$ cat src/rtl/ps2_key_state_decoder_pkg.sv
// Shared constants for the PS/2 key-state decoder: key count, prefix codes,
// parser state encoding and the list of controller/status bytes that carry no key.
package ps2_key_state_decoder_pkg;

    localparam int NUMBEROFKEYBOARDINPUTS = 29;

    localparam logic [7:0] PS2_BREAK = 8'hF0;
    localparam logic [7:0] PS2_EXT   = 8'hE0;

    typedef enum logic [1:0] {
        IDLE    = 2'd0,
        BRK     = 2'd1,
        EXT     = 2'd2,
        EXT_BRK = 2'd3
    } parserState_e;

    // Acknowledge, self-test, echo, resend and error bytes are silently dropped.
    function automatic logic isControlCode(input logic [7:0] code);
        return (code == 8'hFA) || (code == 8'hAA) || (code == 8'hEE) ||
               (code == 8'hFE) || (code == 8'h00) || (code == 8'hFF);
    endfunction

endpackage

$ cat src/rtl/ps2_key_state_decoder_if.sv
// Byte stream from the PS/2 controller into the decoder, plus key-state/event outputs.
// master = controller/consumer side, slave = decoder.
interface ps2_key_state_decoder_if #(
    parameter int NUM_KEYS = 29
);
    logic [7:0]          recievedData;
    logic                recievedNewData;
    logic                clearAll;
    logic [NUM_KEYS-1:0] keyState;
    logic                keyPressPulse;
    logic                keyReleasePulse;
    logic [4:0]          keyIndex;
    logic                unknownCode;

    modport master (
        output recievedData, recievedNewData, clearAll,
        input  keyState, keyPressPulse, keyReleasePulse, keyIndex, unknownCode
    );

    modport slave (
        input  recievedData, recievedNewData, clearAll,
        output keyState, keyPressPulse, keyReleasePulse, keyIndex, unknownCode
    );
endinterface

$ cat src/rtl/ps2_scancode_to_key.sv
// Combinational set-2 scan code to key index lookup; keyValid is low for
// codes that have no key assigned (including all extended codes).
module ps2_scancode_to_key (
    input  logic [7:0] scanCode,
    output logic [4:0] keyIdx,
    output logic       keyValid
);

    always_comb begin
        keyIdx   = 5'd0;
        keyValid = 1'b1;
        case (scanCode)
            8'h0E: keyIdx = 5'd0;
            8'h16: keyIdx = 5'd1;
            8'h1E: keyIdx = 5'd2;
            8'h26: keyIdx = 5'd3;
            8'h25: keyIdx = 5'd4;
            8'h2E: keyIdx = 5'd5;
            8'h36: keyIdx = 5'd6;
            8'h3D: keyIdx = 5'd7;
            8'h3E: keyIdx = 5'd8;
            8'h46: keyIdx = 5'd9;
            8'h45: keyIdx = 5'd10;
            8'h4E: keyIdx = 5'd11;
            8'h55: keyIdx = 5'd12;
            8'h66: keyIdx = 5'd13;
            8'h0D: keyIdx = 5'd14;
            8'h15: keyIdx = 5'd15;
            8'h1D: keyIdx = 5'd16;
            8'h24: keyIdx = 5'd17;
            8'h2D: keyIdx = 5'd18;
            8'h2C: keyIdx = 5'd19;
            8'h35: keyIdx = 5'd20;
            8'h3C: keyIdx = 5'd21;
            8'h43: keyIdx = 5'd22;
            8'h44: keyIdx = 5'd23;
            8'h4D: keyIdx = 5'd24;
            8'h54: keyIdx = 5'd25;
            8'h5B: keyIdx = 5'd26;
            8'h5D: keyIdx = 5'd27;
            8'h29: keyIdx = 5'd28;
            default: keyValid = 1'b0;
        endcase
    end

endmodule

$ cat src/rtl/ps2_key_state_decoder.sv
// Parses make / F0 break / E0 extended PS/2 sequences into a held-key vector
// and one-cycle press/release/unknown events with the key index.
module ps2_key_state_decoder
    import ps2_key_state_decoder_pkg::*;
#(
    parameter int NUM_KEYS       = NUMBEROFKEYBOARDINPUTS,
    parameter int PREFIX_TIMEOUT = 2500000,
    parameter int TIMEOUT_BITS   = 22
) (
    input logic                    CLOCK_50,
    input logic                    resetn,
    ps2_key_state_decoder_if.slave bus
);

    localparam logic [TIMEOUT_BITS-1:0] TIMEOUT_LAST = TIMEOUT_BITS'(PREFIX_TIMEOUT - 1);

    parserState_e            state;
    logic [TIMEOUT_BITS-1:0] timeoutCnt;
    logic [NUM_KEYS-1:0]     keyHeld;
    logic                    pressPulse;
    logic                    releasePulse;
    logic                    unknownPulse;
    logic [4:0]              lastIndex;

    logic [7:0] rxByte;
    logic [4:0] mappedIdx;
    logic       mappedValid;

    assign rxByte = bus.recievedData;

    ps2_scancode_to_key u_scancodeMap (
        .scanCode (rxByte),
        .keyIdx   (mappedIdx),
        .keyValid (mappedValid)
    );

    always_ff @(posedge CLOCK_50 or negedge resetn) begin
        if (!resetn) begin
            state        <= IDLE;
            timeoutCnt   <= '0;
            keyHeld      <= '0;
            pressPulse   <= 1'b0;
            releasePulse <= 1'b0;
            unknownPulse <= 1'b0;
            lastIndex    <= 5'd0;
        end else begin
            pressPulse   <= 1'b0;
            releasePulse <= 1'b0;
            unknownPulse <= 1'b0;

            if (bus.clearAll) begin
                // Clear wins over any byte strobed in the same cycle.
                state      <= IDLE;
                timeoutCnt <= '0;
                keyHeld    <= '0;
            end else if (bus.recievedNewData) begin
                timeoutCnt <= '0;
                case (state)
                    IDLE: begin
                        if (rxByte == PS2_BREAK) begin
                            state <= BRK;
                        end else if (rxByte == PS2_EXT) begin
                            state <= EXT;
                        end else if (mappedValid) begin
                            // Typematic repeats of a held key produce no event.
                            if (!keyHeld[mappedIdx]) begin
                                keyHeld[mappedIdx] <= 1'b1;
                                pressPulse         <= 1'b1;
                                lastIndex          <= mappedIdx;
                            end
                        end else if (!isControlCode(rxByte)) begin
                            unknownPulse <= 1'b1;
                        end
                    end
                    BRK: begin
                        if (rxByte == PS2_BREAK) begin
                            state <= BRK;
                        end else if (rxByte == PS2_EXT) begin
                            state <= EXT;
                        end else begin
                            state <= IDLE;
                            if (mappedValid && keyHeld[mappedIdx]) begin
                                keyHeld[mappedIdx] <= 1'b0;
                                releasePulse       <= 1'b1;
                                lastIndex          <= mappedIdx;
                            end
                        end
                    end
                    EXT: begin
                        state <= (rxByte == PS2_BREAK) ? EXT_BRK : IDLE;
                    end
                    default: begin
                        state <= IDLE;
                    end
                endcase
            end else if (state != IDLE) begin
                // A stalled prefix is abandoned so a lost byte cannot wedge the parser.
                if (timeoutCnt == TIMEOUT_LAST) begin
                    state      <= IDLE;
                    timeoutCnt <= '0;
                end else begin
                    timeoutCnt <= timeoutCnt + 1'b1;
                end
            end
        end
    end

    assign bus.keyState        = keyHeld;
    assign bus.keyPressPulse   = pressPulse;
    assign bus.keyReleasePulse = releasePulse;
    assign bus.unknownCode     = unknownPulse;
    assign bus.keyIndex        = lastIndex;

endmodule

$ cat src/flat_wrapper.sv
// flat-port wrapper written by rule: the top's interface ports become plain ports
module ps2_key_state_decoder_flat import ps2_key_state_decoder_pkg::*;
#(
    parameter int NUM_KEYS       = NUMBEROFKEYBOARDINPUTS,
    parameter int PREFIX_TIMEOUT = 2500000,
    parameter int TIMEOUT_BITS   = 22
)
  (CLOCK_50, resetn, bus_recievedData, bus_recievedNewData, bus_clearAll, bus_keyState, bus_keyPressPulse, bus_keyReleasePulse, bus_keyIndex, bus_unknownCode);
  ps2_key_state_decoder_if #(.NUM_KEYS(NUM_KEYS)) bus_i ();
  input logic CLOCK_50;
  input logic resetn;
  input wire logic [$bits(bus_i.recievedData)-1:0] bus_recievedData;
  input wire logic [$bits(bus_i.recievedNewData)-1:0] bus_recievedNewData;
  input wire logic [$bits(bus_i.clearAll)-1:0] bus_clearAll;
  output wire logic [$bits(bus_i.keyState)-1:0] bus_keyState;
  output wire logic [$bits(bus_i.keyPressPulse)-1:0] bus_keyPressPulse;
  output wire logic [$bits(bus_i.keyReleasePulse)-1:0] bus_keyReleasePulse;
  output wire logic [$bits(bus_i.keyIndex)-1:0] bus_keyIndex;
  output wire logic [$bits(bus_i.unknownCode)-1:0] bus_unknownCode;
  assign bus_i.recievedData = bus_recievedData;
  assign bus_i.recievedNewData = bus_recievedNewData;
  assign bus_i.clearAll = bus_clearAll;
  assign bus_keyState = bus_i.keyState;
  assign bus_keyPressPulse = bus_i.keyPressPulse;
  assign bus_keyReleasePulse = bus_i.keyReleasePulse;
  assign bus_keyIndex = bus_i.keyIndex;
  assign bus_unknownCode = bus_i.unknownCode;
  ps2_key_state_decoder #(.NUM_KEYS(NUM_KEYS), .PREFIX_TIMEOUT(PREFIX_TIMEOUT), .TIMEOUT_BITS(TIMEOUT_BITS)) u_core (.CLOCK_50(CLOCK_50), .resetn(resetn), .bus(bus_i));
endmodule
$ cat config.mk
export PLATFORM = sky130hd
export DESIGN_NAME = ps2_key_state_decoder_flat
export DESIGN_NICKNAME = d
export VERILOG_FILES = /design/src/rtl/ps2_key_state_decoder_pkg.sv /design/src/rtl/ps2_key_state_decoder_if.sv /design/src/rtl/ps2_scancode_to_key.sv /design/src/rtl/ps2_key_state_decoder.sv /design/src/flat_wrapper.sv
export SDC_FILE = /design/constraint.sdc
export NUM_CORES = 1
export LEC_CHECK = 0
export CAP_MARGIN = 0
export CORE_UTILIZATION = 50
export CTS_CLUSTER_DIAMETER = 40
export DETAILED_ROUTE_END_ITERATION = 16
export PLACE_DENSITY = 0.71
export SLEW_MARGIN = 0
export SYNTH_ARGS = -nofsm -noshare
export SYNTH_HDL_FRONTEND = slang
export SYNTH_SLANG_ARGS = --single-unit
$ cat constraint.sdc
create_clock -name CLOCK_50 -period 2.7 [get_ports CLOCK_50]
set_input_delay 0.54 -clock CLOCK_50 [delete_from_list [all_inputs] [get_ports CLOCK_50]]
set_output_delay 0.54 -clock CLOCK_50 [all_outputs]
set_load 0.02 [all_outputs]
# Yosys cells after proc, flatten, opt, wreduce, memory -nomap -nowiden
# Cells that the tools add are included.
[classes] n_reduce_logical=19 n_eq_ne=54 order_cmp=2 bitwise_logic=4 add_sub_neg=1 n_mux=58
[op_table] op="29-bit 2-to-1 mux" n=9
[op_table] op="5-bit one-hot mux with 28 select lines" n=1
[op_table] op="8-bit by 6-bit == test with 1-bit output (second input constant)" n=12
[op_table] op="8-bit by 7-bit == test with 1-bit output (second input constant)" n=11
[op_table] op="22-bit 2-to-1 mux" n=4
[op_table] op="29-bit one-hot mux with 2 select lines" n=1
[op_table] op="8-bit == test (second input constant)" n=7
[op_table] op="5-bit 2-to-1 mux" n=7
[op_table] op="8-bit by 5-bit == test with 1-bit output (second input constant)" n=4
[op_table] op="29-bit bitwise AND" n=1
[op_table] op="29-bit inverter" n=1
[op_table] op="29-bit bitwise OR" n=1
[op_table] op="29-bit OR reduction" n=1
[op_table] op="1-bit 2-to-1 mux" n=23
[op_table] op="22-bit by 1-bit adder with 22-bit output (second input constant)" n=1
[op_table] op="22-bit == test (second input constant)" n=1
[op_table] op="2-bit 2-to-1 mux" n=9
[op_table] op="8-bit by 4-bit == test with 1-bit output (second input constant)" n=2
[op_table] op="3-bit != test (second input constant)" n=5
[op_table] op="2-bit != test (second input constant)" n=5
[op_table] op="5-bit one-hot mux with 2 select lines" n=1
[op_table] op="10-bit AND reduction" n=1
[op_table] op="9-bit AND reduction" n=1
[op_table] op="3-bit nonzero test" n=3
[op_table] op="17 further kinds" n=26
[totals] wordCells=145 in_bits=12 output_inout_bits=37 ff_bits=61

# Depth between registers and ports, before layout
# Gate-level depths: netlist of the first run.
[logic_depth] depth_word=14 mapped_depth=15

# By module
# From an unflattened synthesis of the first run, not the netlist that was laid out.
[unflattened] hier_cells=542 area_unflattened_um2=4635.7
[by_module_without_submodules] mod="ps2_key_state_decoder" cells_per_inst=434 area_each_um2=3961.3 instances=1
[by_module_without_submodules] mod="ps2_scancode_to_key" cells_per_inst=108 area_each_um2=674.4 instances=1

# Worst setup path before layout of the first run
# No wires, ideal clock.
[synth_path] path_type="input port to flip-flop" startpoint="input bus_recievedData[7]" endpoint="register u_core.keyHeld[1], in the netlist u_core.bus.keyState[1]" required_time_ns=2.574 stages=13 arrival_time_ns=3.520 setup_slack_ns=-0.946 path_cell_list="buf_6 -> or3b_4 -> or4_1 -> and4_4 -> a211oi_2 -> a2111oi_4 -> o211ai_2 -> o2111ai_2 -> or3_1 -> buf_6 -> mux2i_4 -> buf_6 -> o32a_1"
[synth_between] elab_chain_len=14 word_cells_on_any_way=63 classes_between="2 x order compare; 38 x eq/ne; 16 x mux; 3 x bitwise; 4 x reduce/logical"
[synth_rtl] element="start: declaration" line="flat_wrapper.sv:12" text="input wire logic [$bits(bus_i.recievedData)-1:0] bus_recievedData;"
[synth_rtl] element="8-bit by 6-bit == test with 1-bit output (tied with other cells)" line="ps2_scancode_to_key.sv:12" text="case (scanCode)"
[synth_rtl] element="5-bit one-hot mux with 28 select lines" line="ps2_scancode_to_key.sv:12"
[synth_rtl] element="5-bit by 6-bit < comparator with 1-bit output (not written as such) / 5-bit by 1-bit greater-or-equal comparator with 1-bit output (equally long branches)" line="ps2_key_state_decoder.sv:67, ps2_key_state_decoder.sv:83"
[synth_rtl] element="1-bit logical AND (not written as such)" line="ps2_key_state_decoder.sv:67, ps2_key_state_decoder.sv:83"
[synth_rtl] element="1-bit 2-to-1 mux (not written as such)" line="ps2_key_state_decoder.sv:67, ps2_key_state_decoder.sv:83"
[synth_rtl] element="1-bit demux with 5-bit select"
[synth_rtl] element="29-bit bitwise OR (no source line) / 29-bit inverter (equally long branches)"
[synth_rtl] element="29-bit 2-to-1 mux / 29-bit bitwise AND (equally long branches)"
[synth_rtl] element="29-bit 2-to-1 mux, on equally long branches" line="ps2_key_state_decoder.sv:64, ps2_key_state_decoder.sv:82"
[synth_rtl] element="29-bit 2-to-1 mux, on equally long branches" line="ps2_key_state_decoder.sv:62, ps2_key_state_decoder.sv:78"
[synth_rtl] element="29-bit 2-to-1 mux, on equally long branches" line="ps2_key_state_decoder.sv:60, ps2_key_state_decoder.sv:76"
[synth_rtl] element="29-bit one-hot mux with 2 select lines" line="ps2_key_state_decoder.sv:58" text="case (state)"
[synth_rtl] element="29-bit 2-to-1 mux" line="ps2_key_state_decoder.sv:56" text="end else if (bus.recievedNewData) begin"
[synth_rtl] element="29-bit 2-to-1 mux" line="ps2_key_state_decoder.sv:51" text="if (bus.clearAll) begin"
[synth_rtl] element="end signal: assignment" line="ps2_key_state_decoder.sv:55" text="keyHeld <= '0;"
[synth_rtl] element="end signal: indexed assignment" line="ps2_key_state_decoder.sv:67" text="keyHeld[mappedIdx] <= 1'b1;"
[synth_rtl] element="end signal: indexed assignment" line="ps2_key_state_decoder.sv:83" text="keyHeld[mappedIdx] <= 1'b0;"
[synth_rtl] element="end: declaration" line="ps2_key_state_decoder.sv:19" text="logic [NUM_KEYS-1:0] keyHeld;"
# Parallel ways exist; a longest one is shown, timed or not. The select of a mux whose other input is x is not followed.
# A chain may end at the register's enable or synchronous reset.

# Worst setup path after layout of the first run
[layout_path] startpoint="input bus_recievedData[4]" endpoint="register u_core.keyHeld[1], in the netlist u_core.bus.keyState[1]"
# The elaborated chain is that of the path after synthesis.

==> flow_metrics.tcl, run 1 <==
set metrics [dict create \
    status "complete, but fails checks" \
    violations "setup timing" \
    initial_core_util_pct 51.4 \
    nFillCells 594 \
    multiInputGateArea_um2 3290 \
    synth_warnings 0 \
    crit_slowest_cell "or4_4" \
    slew_headroom_pct 30.2 \
    critPathRequiredTime_ns 2.94 \
    cap_violations 0 \
    via_per_inst 6.49 \
    grt-ovfl-total 0 \
    final_area_um2 7420 \
    rows 35 \
    holdBufCountCts 0 \
    die_w_um 99.3 \
    crit_path_end_kind "register" \
    p_per_area_nw_per_um2 395 \
    seq_area_um2 1530 \
    cts.clk_slew.worst_paths_ns 0.08 \
    tightest_slew_ns 1.04 \
    drcViolationCount 0 \
    synth_top_family_by_area "simple AND/OR/NAND/NOR gates" \
    synth_area_leaders "dfrtp_1 32%, o32ai_1 4.3%, nand2_1 4.0%" \
    finalNonFillerCells 867 \
    ys.flop_type "dfrtp_1" \
    hpwlAfterDp_mm 12.6 \
    cts_tree "yes" \
    synth_compound_area_share_pct 23.9 \
    ios 49 \
    grt_pass1_vias 5398 \
    skew_ns 0.0120 \
    finalSetupTns_ns -21.98 \
    cts.sinks 61 \
    cts_root_buf "clkbuf_8" \
    route.vias.total 5624 \
    layout-drive-gt1-share_pct 38.0 \
    place.port_buffers 48 \
    synth_top_area_share_pct 32.3 \
    synth_commonest_cells "61 x dfrtp_1, 51 x nand2_1, 46 x nor2_1" \
    cts_buffer_depth 2 \
    firstDrtPassIters 5 \
    yosys.area_share.simple_pct 30.6 \
    slew_viol_final 0 \
    wirelength_mm 18.6 \
    cpPeakStageDelay_ns 0.52 \
    wl_per_cell_um 21.4 \
    synthAdderAreaFrac_pct 0.265 \
    finalNetCount 764 \
    place.gp.congestion 1.05 \
    rsz0062_at_grt "true" \
    clk_latency_ns 0.35 \
    peakVddDrop_mv 0.326 \
    arrival_ns 3.64 \
    synth-seq-cells 61 \
    gr-usage-all-layers_pct 37.7 \
    hold_viol 0 \
    min_path_type "in -> async" \
    grt_first_pass_wirelength_mm 29.0 \
    yosys.area.top_type "dfrtp_1" \
    h-tree-depth 3 \
    syn_area_per_cell_um2 8.46 \
    dieArea_um2 9850 \
    placed_cells 814 \
    grt_max_degree 55 \
    worstPathMaxFanout 16 \
    syn_inst 559 \
    synth.area.mux_share_pct 3.04 \
    power.leakage_nw 2.97 \
    synthArstFlopShare_pct 100 \
    antenna_left 0 \
    syn_to_final_growth_pct 56.9 \
    power_mw 2.93 \
    synth.most_common_cell "dfrtp_1" \
    synth_xor_xnor_area_share_pct 2.96 \
    place_area_um2 6310 \
    drt_iter0_drc 386 \
    antenna_found_initial 0 \
    diodes 0 \
    yosysUniqueCellTypes 81 \
    synth_edf_count 0 \
    crit_chain "buf_8 > buf_12 > xor2_2 > buf_4 > or4_4 > and4_4 > a21oi_4 > mux2i_1 > a21oi_2 > or3_4 > mux2i_4 > buf_12 > o32a_1" \
    coreArea_um2 9200 \
    critPathMostFrequentCell "buf_12" \
    critPathKind "in -> reg" \
    cts_made_buffers 9 \
    syn-num-nets 572 \
    die_h_um 99.3 \
    fmax_mhz 294 \
    setup_violations 36 \
    final.period_utilization_pct 126 \
    ys_seq_area_share_pct 32.3 \
    startpoint_type "input port" \
    syn_area_um2 4730 \
    layout_setup_ws_ns -0.704 \
    period_minus_slack_ns 3.40 \
]
-- kinds of logic after synthesis --
family	after synthesis
flops	61
fa+ha+maj	1
compound gates	145
simple gates	250
mux	13
buf+inv	73
xor+xnor	16
-- where the power goes --
part / internal [mW] / switching (mW) / leakage [nW]
registers: 0.940 / 0.0335 / 0.829
clock network: 0.711 / 0.412 / 0.130
logic: 0.417 / 0.419 / 2.01
total: 2.07 / 0.865 / 2.97
-- cell usage in the layout, fill, tap and decap left out, types with 6 or more instances in the layout --
cell type,Yosys,final
a21oi_1,14,12
a22oi_1,8,7
buf_12,0,10
buf_2,13,7
buf_4,2,145
buf_6,4,16
clkbuf_8,0,9
clkdlybuf4s50_1,0,39
dfrtp_1,61,61
inv_1,29,29
mux2i_1,11,10
nand2_1,51,49
nand3_1,19,18
nand4_1,17,17
nor2_1,46,45
nor2b_1,11,11
nor3_1,16,14
nor4_1,13,9
o21ai_0,25,19
o31a_1,15,15
o32ai_1,23,14
o32ai_2,1,10
or3_1,8,6
xor2_1,11,10
-- sequential cells by signal (all words and copies together), names as in the netlist --
signal and cells:
u_core.bus.unknownCode 1, u_core.timeoutCnt 22, u_core.bus.keyState 29, u_core.bus.keyIndex 5, u_core.bus.keyPressPulse 1, u_core.state 2
u_core.bus.keyReleasePulse 1
-- metal layers --
layer | track usage [%] | vias up | routed length, um | share of wire (%)
met5 | 0 | - | 0 | 0
met4 | 15.5 | 0 | 645 | 3.5
met3 | 5.90 | 54 | 1160 | 6.2
met2 | 62.4 | 241 | 9040 | 49
met1 | 49.3 | 2818 | 7720 | 42
li1 | - | 2511 | - | -
-- path summary, 6_finish.rpt --
kind	from	cells past startpoint	to	slack, ns
max	bus_recievedData[4]	13	u_core.bus.keyState[1]	-0.70
min	resetn	1	u_core.timeoutCnt[8]	0.009
max reg2reg	u_core.bus.keyState[9]	11	u_core.bus.keyState[1]	-0.03
min reg2reg	u_core.timeoutCnt[4]	1	u_core.timeoutCnt[4]	0.55
max in group asynchronous	resetn	2	u_core.bus.keyState[11]	1.73
min in group CLOCK_50	u_core.timeoutCnt[4]	1	u_core.timeoutCnt[4]	0.55
-- cell type report --
type	instances	area share, %
multi-input cells	425	44.4
inverters	30	1.52
clock inverters	7	1.96
flip-flops and latches	61	20.6
repair buffers	224	28.0
clock buffers	9	1.67
well taps	111	1.87
-- repair_timing --
| action | 4_1_cts | 5_1_grt |
|---|---|---|
| setup buffers | 21 | 13 |
| cloned | 4 | 2 |
| pin swaps | 25 | 19 |
| resized for setup | 86 | 49 |
| endpoints found under the setup margin | 37 | 37 |
-- worst max-delay path, delay by kind of cell --
| kind | cells | cell delay (ns) |
|---|---|---|
| AOI/OAI and AO/OA | 3 | 0.65 |
| xor gates and xnor gates | 1 | 0.17 |
| buffers and inverters | 4 | 0.53 |
| muxes | 2 | 0.56 |
| and+or+nand+nor | 3 | 1.18 |
-- per-stage QoR --
step	hold WS [ns]	worst slack, ns	util, %
finish	0.00907	-0.704	80.7
global route	0.00481	-0.765	80.7
CTS	0.00332	-0.613	76.3
detailed placement	0.383	-1.58	68.6
global placement	0.378	-1.49	68.6
floorplan	0.244	-0.905	-
Power figures use the tool's default switching activity.
==> inputs of run 2 (changes only) <==
--- a/config.mk
+++ b/config.mk
@@ -10,6 +10,7 @@
 export CTS_CLUSTER_DIAMETER = 40
 export DETAILED_ROUTE_END_ITERATION = 16
 export PLACE_DENSITY = 0.71
+export SKIP_LAST_GASP = 1
 export SLEW_MARGIN = 0
 export SYNTH_ARGS = -nofsm -noshare
 export SYNTH_HDL_FRONTEND = slang
==> run 2 against run 1 <==
Net effect: the flow still finishes with violations (setup timing); design area shrank 0.35%; critical path type unchanged; first-iteration DRC count grew 4.9%; non-clock buffer count shrank 4; critical endpoint unchanged; die area is the same; critical path depth shrank 1; worst setup slack lost 0.015 ns; clock-buffer cell count is the same; maximum frequency shrank 0.44%; clock skew is essentially flat; sequential cell count is the same; sequential power is essentially flat; via count shrank 0.50%.
==> flow_metrics.tcl, run 2 (synthesis gave the netlist of run 1 again) <==
set metrics [dict create \
    status "complete, but fails checks" \
    violations "setup timing" \
    r2r-start "u_core.bus.keyState[9]" \
    critPathKind "in -> reg" \
    arrival_ns 3.66 \
    syn_to_final_growth_pct 56.3 \
    setup_violations 36 \
    tightest_slew_ns 1.04 \
    cts_buffer_depth 2 \
    mostFrequentLayoutCell "buf_4" \
    layout-drive-gt1-share_pct 37.2 \
    grt-ovfl-total 0 \
    drt_iter0_drc 405 \
    cts_tree "yes" \
    cts_root_buf "clkbuf_8" \
    fmax_mhz 293 \
    slew_viol_final 0 \
    layout_setup_ws_ns -0.719 \
    antenna_left 0 \
    cts.clk_slew.worst_paths_ns 0.08 \
    grt_max_degree 55 \
    holdBufCountCts 0 \
    firstDrtPassIters 5 \
    period_minus_slack_ns 3.42 \
    ios 49 \
    diodes 0 \
    skew_ns 0.0118 \
    power_mw 2.90 \
    p_per_area_nw_per_um2 392 \
    hold_viol 0 \
    cts.sinks 61 \
    gr-usage-all-layers_pct 37.7 \
    critPathMostFrequentCell "mux2i_4" \
    largest_register_ffs 29 \
    place.port_buffers 48 \
    final_area_um2 7390 \
    dieArea_um2 9850 \
    worstPathMaxFanout 16 \
    coreArea_um2 9200 \
    hpwlAfterDp_mm 12.6 \
    die_w_um 99.3 \
    cts_made_buffers 9 \
    route.vias.total 5596 \
    crit_chain "buf_8 > or3b_4 > or4_4 > and4_4 > a21oi_4 > buf_4 > mux2i_4 > a21oi_2 > or3_4 > mux2i_4 > buf_12 > o32a_1" \
    critPathLaunch "bus_recievedData[7]" \
    drcViolationCount 0 \
    final.period_utilization_pct 127 \
    holdWs_ns 0.0109 \
    grt_pass1_vias 5392 \
    wirelength_mm 18.6 \
    via_per_inst 6.48 \
    final_cell_mix "149 x buf_4, 61 x dfrtp_1, 49 x nand2_1" \
    rows 35 \
    min_path_type "in -> async" \
    cpPeakStageDelay_ns 0.53 \
    h-tree-depth 3 \
    finalNetCount 760 \
    power.leakage_nw 2.95 \
    antenna_found_initial 0 \
    wl_per_cell_um 21.5 \
    clk_latency_ns 0.35 \
    grt_first_pass_wirelength_mm 29.0 \
    startpoint_type "input port" \
    crit_path_end_kind "register" \
    crit_slowest_cell "or4_4" \
    die_h_um 99.3 \
    slew_headroom_pct 30.6 \
    rsz0062_at_grt "true" \
    place.gp.congestion 1.05 \
    place_area_um2 6310 \
    nFillCells 589 \
    cap_violations 0 \
    critPathRequiredTime_ns 2.94 \
    initial_core_util_pct 51.4 \
    peakVddDrop_mv 0.327 \
]
[run 2: changes by cell type in the layout (fill, tap and decap cells not counted), moves of 2 or more]
| cell | change |
|---|---|
| buf_6 | -6 |
| buf_2 | -3 |
| o32ai_2 | -3 |
| nor4_4 | +2 |
| o32ai_1 | +3 |
| buf_4 | +4 |
| nor4_1 | -2 |
[run 2: worst paths after layout]
check                                          endpoint  slack [ns]  cells past startpoint
worst min register to register     u_core.timeoutCnt[4]        0.54                      1
worst min-delay path               u_core.timeoutCnt[8]        0.01                      1
max in group asynchronous       u_core.bus.keyState[10]        1.73                      2
worst max-delay path             u_core.bus.keyState[1]       -0.72                     12
min in group CLOCK_50              u_core.timeoutCnt[4]        0.54                      1
worst max register to register   u_core.bus.keyState[1]        0.12                     10
[run 2: timing repair]
item | 4_1_cts | 5_1_grt
buffers inserted | 21 | 10
endpoints found under the setup margin | 37 | 37
resized for setup | 79 | 60
cloned | 4 | 1
hold endpoints to repair | 0 | 0
pin swaps | 25 | 22
[run 2: cell type report]
type | count | area [um^2] | area share (%)
Inverter | 30 | 113 | 1.52
Multi-Input combinational cell | 425 | 3310 | 44.8
Tap cell | 111 | 139 | 1.88
Timing Repair Buffer | 220 | 2040 | 27.6
Sequential cell | 61 | 1530 | 20.6
Clock inverter | 7 | 145 | 1.96
Clock buffer | 9 | 124 | 1.68
[run 2: critical path: cells and delay by family]
kind | cells | cell delay (ns)
simple gates | 4 | 1.60
mux | 2 | 0.46
buf+inv | 3 | 0.43
compound gates | 3 | 0.61
[run 2: stage by stage]
stage | std cells | utilization, % | worst slack [ns] | setup TNS (ns)
floorplan | 559 | - | -0.905 | -25.46
global placement | 814 | 68.6 | -1.49 | -49.96
detailed placement | 814 | 68.6 | -1.58 | -52.96
CTS | 853 | 76.1 | -0.613 | -18.84
global route | 863 | 80.4 | -0.732 | -23.93
finish | 863 | 80.4 | -0.719 | -22.46
[run 2: power by group]
part           internal [mW]  switching [mW]
clock                  0.711           0.413
sequential             0.940          0.0305
combinational          0.397           0.410
[run 2: per-layer routing]
metal,wire (um),track usage [%],vias to the layer above
li1,-,-,2504
met1,7680,49.1,2741
met2,9030,62.4,292
met3,1240,5.90,59
met4,652,15.5,0
met5,0,0,-
